## src/rtl/neuron_mac_seq.sv

```systemverilog
// Sequential dot-product neuron: sweeps one weight BRAM and the activation buffer,
// accumulates W*X on top of the shifted bias, then floors, saturates and optionally ReLUs.
module neuron_mac_seq #(
    parameter int N_IN      = 28,
    parameter int ADDR_W    = 5,
    parameter int DATA_W    = 16,
    parameter int FRAC_BITS = 8,
    parameter int ACC_W     = 40
) (
    input  logic              clk_i,
    input  logic              rst_i,
    input  logic              start_i,
    input  logic              relu_en_i,
    input  logic [DATA_W-1:0] bias_i,
    output logic [ADDR_W-1:0] w_addr_o,
    output logic              w_en_o,
    input  logic [DATA_W-1:0] w_do_i,
    input  logic [DATA_W-1:0] x_do_i,
    output logic              busy_o,
    output logic [DATA_W-1:0] y_o,
    output logic              y_valid_o,
    output logic              done_o,
    output logic              ovf_o
);
    typedef enum logic [1:0] {IDLE, ISSUE, DRAIN, FINISH} state_t;

    localparam logic [ADDR_W-1:0] LAST_ADDR = ADDR_W'(N_IN - 1);
    localparam logic signed [ACC_W-1:0] Y_MAX = {{(ACC_W-DATA_W+1){1'b0}}, {(DATA_W-1){1'b1}}};
    localparam logic signed [ACC_W-1:0] Y_MIN = {{(ACC_W-DATA_W+1){1'b1}}, {(DATA_W-1){1'b0}}};

    state_t                   state_q, state_d;
    logic [ADDR_W-1:0]        addr_q, addr_d;
    logic                     en_q, en_d;
    logic                     busy_q, busy_d;
    logic [DATA_W-1:0]        y_q, y_d;
    logic                     yv_q, yv_d;
    logic                     done_q, done_d;
    logic                     ovf_q, ovf_d;
    logic                     relu_q, relu_d;
    logic signed [ACC_W-1:0]  acc_q, acc_d;

    logic signed [2*DATA_W-1:0] prod;
    logic signed [ACC_W-1:0]    prod_ext;
    logic signed [ACC_W-1:0]    bias_acc;
    logic signed [ACC_W-1:0]    r;
    logic [DATA_W-1:0]          y_sat;
    logic                       sat;

    assign prod     = $signed(w_do_i) * $signed(x_do_i);
    assign prod_ext = {{(ACC_W-2*DATA_W){prod[2*DATA_W-1]}}, prod};
    assign bias_acc = $signed({{(ACC_W-DATA_W){bias_i[DATA_W-1]}}, bias_i}) <<< FRAC_BITS;
    assign r        = acc_q >>> FRAC_BITS;

    // Clamp first so OVF reflects range overflow even when ReLU later zeroes the value.
    always_comb begin
        sat   = 1'b0;
        y_sat = r[DATA_W-1:0];
        if (r > Y_MAX) begin
            sat   = 1'b1;
            y_sat = {1'b0, {(DATA_W-1){1'b1}}};
        end else if (r < Y_MIN) begin
            sat   = 1'b1;
            y_sat = {1'b1, {(DATA_W-1){1'b0}}};
        end
        if (relu_q && y_sat[DATA_W-1]) y_sat = '0;
    end

    always_comb begin
        state_d = state_q;
        addr_d  = addr_q;
        en_d    = en_q;
        busy_d  = busy_q;
        y_d     = y_q;
        yv_d    = 1'b0;
        done_d  = 1'b0;
        ovf_d   = ovf_q;
        relu_d  = relu_q;
        acc_d   = acc_q;
        case (state_q)
            IDLE: begin
                if (start_i) begin
                    relu_d  = relu_en_i;
                    acc_d   = bias_acc;
                    addr_d  = '0;
                    en_d    = 1'b1;
                    busy_d  = 1'b1;
                    ovf_d   = 1'b0;
                    state_d = ISSUE;
                end
            end
            ISSUE: begin
                acc_d  = acc_q + prod_ext;
                addr_d = addr_q + ADDR_W'(1);
                if (addr_d == LAST_ADDR) state_d = DRAIN;
            end
            DRAIN: begin
                acc_d   = acc_q + prod_ext;
                en_d    = 1'b0;
                state_d = FINISH;
            end
            FINISH: begin
                y_d     = y_sat;
                ovf_d   = sat;
                yv_d    = 1'b1;
                done_d  = 1'b1;
                busy_d  = 1'b0;
                state_d = IDLE;
            end
            default: state_d = IDLE;
        endcase
    end

    always_ff @(posedge clk_i) begin
        if (rst_i) begin
            state_q <= IDLE;
            addr_q  <= '0;
            en_q    <= 1'b0;
            busy_q  <= 1'b0;
            y_q     <= '0;
            yv_q    <= 1'b0;
            done_q  <= 1'b0;
            ovf_q   <= 1'b0;
            relu_q  <= 1'b0;
            acc_q   <= '0;
        end else begin
            state_q <= state_d;
            addr_q  <= addr_d;
            en_q    <= en_d;
            busy_q  <= busy_d;
            y_q     <= y_d;
            yv_q    <= yv_d;
            done_q  <= done_d;
            ovf_q   <= ovf_d;
            relu_q  <= relu_d;
            acc_q   <= acc_d;
        end
    end

    assign w_addr_o  = addr_q;
    assign w_en_o    = en_q;
    assign busy_o    = busy_q;
    assign y_o       = y_q;
    assign y_valid_o = yv_q;
    assign done_o    = done_q;
    assign ovf_o     = ovf_q;
endmodule

```

## config.mk

```make
export PLATFORM = sky130hd
export DESIGN_NAME = neuron_mac_seq
export DESIGN_NICKNAME = d
export VERILOG_FILES = /design/src/rtl/neuron_mac_seq.sv
export SDC_FILE = /design/constraint.sdc
export NUM_CORES = 1
export LEC_CHECK = 0
export CAP_MARGIN = 20
export CORE_MARGIN = 1.5
export CORE_UTILIZATION = 35
export DETAILED_ROUTE_END_ITERATION = 6
export PLACE_DENSITY = 0.59
export SYNTH_ARGS = -nofsm -noshare
export SYNTH_HDL_FRONTEND = slang
export SYNTH_SLANG_ARGS = --single-unit
```

## constraint.sdc

```tcl
create_clock -name clk_i -period 8.49 [get_ports clk_i]
set_input_delay 1.698 -clock clk_i [delete_from_list [all_inputs] [get_ports clk_i]]
set_output_delay 1.698 -clock clk_i [all_outputs]
set_load 0.1 [all_outputs]
```

== Word-level counts from Yosys, hierarchy flattened ==
Index checks and enable logic that the tools add are counted.
Storage, ports and cells
  input port bits: 52
  register bits after elaboration: 68
  logic and storage cells: 51
  output and inout port bits: 26
Operators by class
  multipliers: 1
  reduce and logical (&&, ||, !) cells: 13
  equality and inequality tests: 6
  add/subtract/negate cells: 2
  muxes and demuxes: 18
  order comparisons: 2
Operators with widths (count)
  40-bit case mux with 2 select lines: 1
  16-bit two-way mux: 3
  40-bit by 32-bit adder with 40-bit output: 1
  40-bit two-way mux: 1
  32-bit by 16-bit greater-than comparator with 1-bit output (second input constant): 1
  32-bit by 16-bit less-than comparator with 1-bit output (second input constant): 1
  16-bit by 16-bit multiplier with 32-bit output: 1
  2-bit AND reduction: 6
  5-bit case mux with 2 select lines: 1
  2-bit case mux with 4 select lines: 1
  2-bit nonzero test: 4
  1-bit case mux with 2 select lines: 3
  5-bit by 1-bit adder with 5-bit output (second input constant): 1
  5-bit == test (second input constant): 1
  1-bit two-way mux: 5
  5-bit two-way mux: 1
  2-bit == test (second input constant): 2
  2-bit two-way mux: 2
  2-bit inequality test (second input constant): 2
  2-bit by 1-bit == test with 1-bit output (second input constant): 1
  2-bit logical NOT: 1
  2-bit OR reduction: 1
  1-bit logical AND: 1

== Longest topological paths before layout ==
  word-level depth: 5
  depth in mapped cells: 24
  depth with buffers taken out: 23

== Least setup slack after synthesis ==
OpenSTA, ideal clock, no wires.
  kind: input to register
  start point: in w_do_i[15]
  end point: reg acc_q[38]
  buffers on the path: 2
  data arrival time: 7.679 ns
  setup slack: 0.732 ns
  setup time: 0.079 ns
  required time: 8.411 ns
  cell stages on the path: 23
  path through: clkbuf_1 nand2_1 inv_1 fa_1 fa_1 inv_1 fa_1 inv_1 fa_1 fa_1 inv_1 fa_1 inv_1 ha_1 clkbuf_1 and3_1 and2_1 and3_1 o311a_1 a221oi_2 a31oi_1 or4b_1 o211ai_1
On the way
  longest elaborated chain between the ends: 3
Ends and longest elaborated chain
  from (decl): RTL line 17  | input logic [DATA_W-1:0] w_do_i,
  16-bit by 16-bit multiplier with 32-bit output: RTL line 49  | assign prod = $signed(w_do_i) * $signed(x_do_i);
  40-bit by 32-bit adder with 40-bit output: RTL line 92, 97
  40-bit case mux with 2 select lines: RTL line 79  | case (state_q)
  to (signal assigned): RTL line 124  | acc_q <= '0;
  to (signal assigned): RTL line 135  | acc_q <= acc_d;
  to (decl): RTL line 40  | logic signed [ACC_W-1:0] acc_q, acc_d;
Every way passes these cells.
A chain may end at the register's enable or synchronous reset.

== Worst setup path after layout ==
  start point: in x_do_i[5]
  end point: reg acc_q[39]
On the way
  longest elaborated chain between the ends: 3
Ends and longest elaborated chain
  from (decl): RTL line 18  | input logic [DATA_W-1:0] x_do_i,
  16-bit by 16-bit multiplier with 32-bit output: RTL line 49
  40-bit by 32-bit adder with 40-bit output: RTL line 92, 97
  40-bit case mux with 2 select lines: RTL line 79
Every way passes these cells.

==> impl_metrics.ini <==
[sta]
slew_headroom_pct = 30.0
period_minus_slack_ns = 8.08
tightest_slew_ns = 1.05
fin_tns_setup_ns = 0
fin_skew_ns = 0.00903
slew_violations = 0
setup_viol = 0
fin_crit_sh_pct = 95.2
finalHoldViolCount = 0
timing.fmax_mhz = 124
grt_setup_unrepaired = no

[setup_path]
critPathTopFamily = adder cells
cpMaxStageDelayCell = clkdlybuf4s50_1
required_ns = 8.68
cpMostUsedCell = fa_1
path_class = in -> reg
crit_path_end_kind = flop
ff2ff_path_depth = 18
reg2reg_from = acc_q[15]
max_stage_delay_ns = 0.70
worst_setup_path_start_kind = primary input
critPathArrivalTime_ns = 8.27
r2r_setup_slack_ns = 3.10
critPathBufInv = 7
reg2reg_to = acc_q[38]
cp_max_fo = 10
crit_path_cell_trace = clkdlybuf4s50_1, buf_4, nand2_1, fa_1, inv_1, fa_1, inv_1, fa_1, inv_1, fa_1, fa_1, inv_1, fa_1, inv_1, ha_1, and3_1, and3_1, nand3_1, a211oi_1, o31ai_1, a21oi_1, nand4b_1, a31oi_1

[clock_network]
clkTransAtPathRegs_ns = 0.06
post-cts-setup-buffer-count = 0
cts-root-buf = clkbuf_16
ctsHoldBuffers = 0
clock-sinks = 68
htreeDepth = 3
clk_latency_ns = 0.34
cts_tree = yes
clockBufferDepth = 2
cts-resized-gates = 0
cts_buffers = 9

[global_routing]
grt_pass1_vias = 12600
grt_pass1_wl_um = 68000
antenna_found_initial = 0
gr-total-overflow = 0
grt_max_degree = 69
grtUsageTotal_pct = 19.1

[drt]
avgRoutedWirePerCell_um = 16.4
drtPass1Iterations = 5
ant_nets = 0
via_per_inst = 4.77
dr.first_iter.drc_count = 576
num_vias = 11400
wl_um = 39200
drcViolationCount = 0

[synthesis]
synthDistinctLibCells = 64
dominantRegCellSynth = dfxtp_1
seq_area_frac_synth_pct = 8.90
syn_inst = 1712
syn_avg_cell_area_sq_um = 8.94
yosys_warnings = 0
ys_ff_latch = 68
async_flop_share_pct = 0
yosys.area.top_type = fa_1
synth.most_common_cell = inv_1
synth_edf_count = 0
synth_area_sq_mm = 0.0153
synth_commonest_cells = 420 x inv_1, 330 x fa_1, 161 x nand2_1
synth_area_leaders = fa_1 43%, inv_1 10%, ha_1 9.9%
syn-num-nets = 2215
synthDominantCellAreaShare_pct = 43.2

[run_status]
status = finished clean

[run]
cap_violations = 0

[die]
start_util_pct = 35.5
ios = 78
die-height_um = 212
core_area_sq_mm = 0.0431
row_count = 76
die_x_um = 212
die-area_sq_mm = 0.0450

[placement]
gp_congestion = 0.878
detailedPlacementHpwl_um = 33800
port_buffers = 77
place_area_sq_mm = 0.0171

[cells_and_area]
area_growth_pct = 14.0
drive_above_1_share_pct = 5.14
nets = 2307
antennaDiodeCount = 0
finalInstanceArea_sq_mm = 0.0174

[min_path]
whs_endpoint = y_o[1]
hold_depth = 2
min_from = y_o[1]
hold_class = reg -> reg
[cell usage in the layout, fill, tap and decap left out, types with 12 or more instances in the layout]
| cell | netlist | layout |
|---|---|---|
| a21o_1 | 15 | 15 |
| nand2b_1 | 23 | 23 |
| xnor2_1 | 23 | 23 |
| a21oi_1 | 75 | 75 |
| o21ai_0 | 37 | 36 |
| dfxtp_1 | 68 | 68 |
| a211oi_1 | 20 | 20 |
| and2_1 | 115 | 115 |
| fa_1 | 330 | 330 |
| nand2_1 | 161 | 161 |
| clkdlybuf4s50_1 | 0 | 76 |
| xor2_1 | 12 | 12 |
| nor2_1 | 74 | 73 |
| ha_1 | 121 | 121 |
| inv_1 | 420 | 420 |
| buf_4 | 1 | 65 |
[final cells by class]
class	instances	area, sq um
timing repair buffer	145	1310
inverter	420	1580
multi-input combinational	1160	12100
clock inverter	6	113
tap	585	732
clock buffer	10	229
fill	4324	25600
sequential	68	1360
[per-layer routing]
| metal | up-vias | share of wire [%] | track usage, % |
|---|---|---|---|
| met5 | - | 0 | 0 |
| met4 | 0 | 1.9 | 3.99 |
| met3 | 46 | 4.6 | 2.17 |
| met2 | 283 | 44 | 29.8 |
| met1 | 5695 | 49 | 28.6 |
| li1 | 5405 | - | - |
[cells by family after synthesis]
kind of cell | Yosys count | share of synthesized area [%]
compound gates | 228 | 9.47
xor+xnor | 35 | 2.00
fa+ha+maj | 451 | 53.1
buf+inv | 484 | 11.9
flops | 68 | 8.90
mux | 9 | 0.597
simple gates | 437 | 14.1
[stage by stage]
step | worst slack [ns] | std cells | util (%) | hold slack [ns]
after detailed placement | 0.0929 | 2377 | 39.7 | 0.459
after CTS | 0.417 | 2393 | 40.5 | 0.472
final | 0.410 | 2394 | 40.5 | 0.468
after global routing | 0.0154 | 2394 | 40.5 | 0.499
after floorplan | 0.732 | 1712 | - | 0.445
after global placement | 0.205 | 2377 | 39.7 | 0.458
[worst min-delay path, cell delays in order, from the launching register on]
cell and delay (ns):
dfxtp_1 0.31, nand2b_1 0.06, a21oi_1 0.05
[worst max-delay path by stage]
stage / depth (start not counted) / startpoint / to
after floorplan: 23 / w_do_i[15] / acc_q[38]
final: 23 / x_do_i[5] / acc_q[39]
after global routing: 24 / w_do_i[15] / acc_q[38]
after CTS: 23 / w_do_i[15] / acc_q[38]
after detailed placement: 23 / w_do_i[15] / acc_q[38]
after global placement: 24 / w_do_i[15] / acc_q[38]
[state kept, by name, summed over array words and instances (netlist names)]
signal	cells
done_o	1
w_addr_o	5
ovf_o	1
busy_o	1
acc_q	40
relu_q	1
y_o	16
state_q	2
w_en_o	1
Power is not shown: default switching activity piles up to over one toggle a cycle in this logic, so the estimate is an artifact.
==> RTL edit, RTL diff (config.mk and constraints unchanged) <==
`ACC_W`: 40 -> 48.
--- a/src/rtl/neuron_mac_seq.sv
+++ b/src/rtl/neuron_mac_seq.sv
@@ -7,3 +7,3 @@
     parameter int FRAC_BITS = 8,
-    parameter int ACC_W     = 40
+    parameter int ACC_W     = 48
 ) (
Behaviour: no difference found for any inputs over 10 cycles, from zero or initial values and one cycle with rst_i high; that may be too few to reach the edited logic, so the function may still have changed.
==> RTL edit against the unedited design <==
Synthesized area increased by 13%; sequential cell count up 8; wire length rose by 13%; critical path type unchanged; worst setup slack got worse by 0.076 ns; design area increased by 15%; first-iteration DRC count grew 18%.
Power is left out: the tool's default activity adds up to more than one toggle a clock period on the data nets, which glitch-free logic cannot reach.
==> RTL edit: results (changes against the unedited design) <==
[grt]
antenna_found_initial = 1  ; +1
grt_pass1_vias = 14650  ; +16%
gr-usage-met2 = 0.3398  ; +0.04224
use_met1 = 0.2450  ; -0.04100
grt_pass1_wl_um = 76760  ; +13%
grtUsageTotal = 0.1897  ; -0.001686
grt_max_degree = 83  ; +20%
met3_usage = 0.01917  ; -0.002548

[layout]
finalNetCount = 2636  ; +14%
fin_area_mm2 = 0.01999  ; +15%
largest_register = acc_q
largest_reg_flops = 48  ; +20%
drive_above_1_share = 0.07990  ; +0.02849
fillers = 4907  ; +13%
instances_no_fill = 2755  ; +15%

[setup_path]
worst_ep_arrival_time_ns = 8.45  ; +0.18 ns
reg2reg_depth = 19  ; +1
critPathMaxFanout = 9  ; -1

[synthesis]
ys.flop_type = dfxtp_1
yosysWarnings = 0  ; unchanged
syn-num-nets = 2503  ; +13%
synthMuxAreaShare = 0.006439  ; +0.0004696
synth_xor_xnor_area_share = 0.01874  ; -0.001296
synth_fa_ha_area_frac = 0.5181  ; -0.01254
ys_seq_area_frac = 0.08797  ; -0.0009922
synth.area.top_cells = fa_1, inv_1, ha_1
synthArstFlopShare = 0  ; unchanged
ys_top_cells_by_count = inv_1, fa_1, nand2_1, ha_1, nor2_1
synth_cell_types = 74  ; +16%
synth_compound_gate_area_share = 0.1077  ; +0.01303
syn_avg_cell_area_um2 = 8.860  ; -0.87%
yosys.area.top_type = fa_1

[cts]
cts_max_level = 3  ; unchanged
clock_latency_ns = 0.35
clock_tree.root_cell = clkbuf_16
cts_buffer_depth = 2  ; unchanged
clkTransAtPathRegs_ns = 0.07
numCtsBuffers = 9  ; unchanged

[drt]
highest_layer = met4
met3_length_um = 1465  ; -19%
drtPass1Iterations = 5  ; unchanged
dr_wl_met2_um = 22640  ; +30%
remaining_drc_errors = 0  ; unchanged
wl_per_cell_um = 16.09  ; -1.8%
drt_iter0_markers = 679  ; +18%
drt-met1-wl_um = 19260  ; about the same
post_drt_via_cell_ratio = 4.815  ; +0.86%

[status]
status = complete, no violations

[timing]
worst_clock_skew_ns = 0.006317  ; -0.002709 ns
worst_pin_slew_ns = 0.9772  ; -0.06949 ns

[placement]
hpwl_um = 38180  ; +13%
gp_congestion = 0.8921  ; +1.6%
portBuffers = 77  ; unchanged
place_inst = 2738  ; +15%
post-place-ws_ns = -0.01823  ; -0.1112 ns

[min_path]
hold_class = flip-flop to flip-flop
hold_depth = 2  ; unchanged

[job]
max_cap_viol_count = 0  ; unchanged

==> RTL edit: cell types whose count changed after synthesis, moves of 6 or more <==
cell / unedited run / this run
nand4_1: 7 / 17
fa_1: 330 / 362
dfxtp_1: 68 / 76
a21o_1: 15 / 34
and2_1: 115 / 123
o21ai_1: 7 / 1
o21ai_0: 37 / 25
nor2_1: 74 / 133
nand2b_1: 23 / 7
inv_1: 420 / 463
a21oi_1: 75 / 110
nand2_1: 161 / 170
nor3_1: 10 / 16
ha_1: 121 / 137
==> RTL edit: worst paths after layout <==
path / startpoint / end / slack, ns
worst max register to register: acc_q[15] / acc_q[47] / 2.85
worst min register to register: y_o[15] / y_o[15] / 0.46
worst min-delay path: y_o[15] / y_o[15] / 0.46
worst max-delay path: x_do_i[5] / acc_q[47] / 0.33
==> RTL edit: final cells by class <==
type	instances	area (um2)	area share
repair buffers	196	1834	0.09177
clock buffers	9	225.2	0.01127
flip-flops and latches	76	1521	0.07612
diodes	1	2.502	0.0001252
clock inverters	7	83.83	0.004194
inverters	464	1742	0.08714
well taps	664	830.8	0.04157
multi-input cells	1338	13750	0.6878
==> RTL edit: critical path, stage by stage <==
cell and delay (ns):
clkdlybuf4s50_1 0.58, buf_4 0.25, and2_1 0.17, fa_1 0.51
inv_1 0.06, fa_1 0.50, fa_1 0.53, inv_1 0.05
fa_1 0.49, fa_1 0.55, inv_1 0.05, fa_1 0.54
inv_1 0.04, ha_1 0.38, and4_2 0.23, o21ai_0 0.16
a211oi_2 0.42, nor4_2 0.09, or3_4 0.43, a31oi_4 0.18
a2111oi_4 0.10, o32a_1 0.34, nand2_1 0.06
==> RTL edit: timing repair <==
action,CTS,global route
resized for setup,0,1
setup buffers,0,0
setup endpoints to repair,0,1
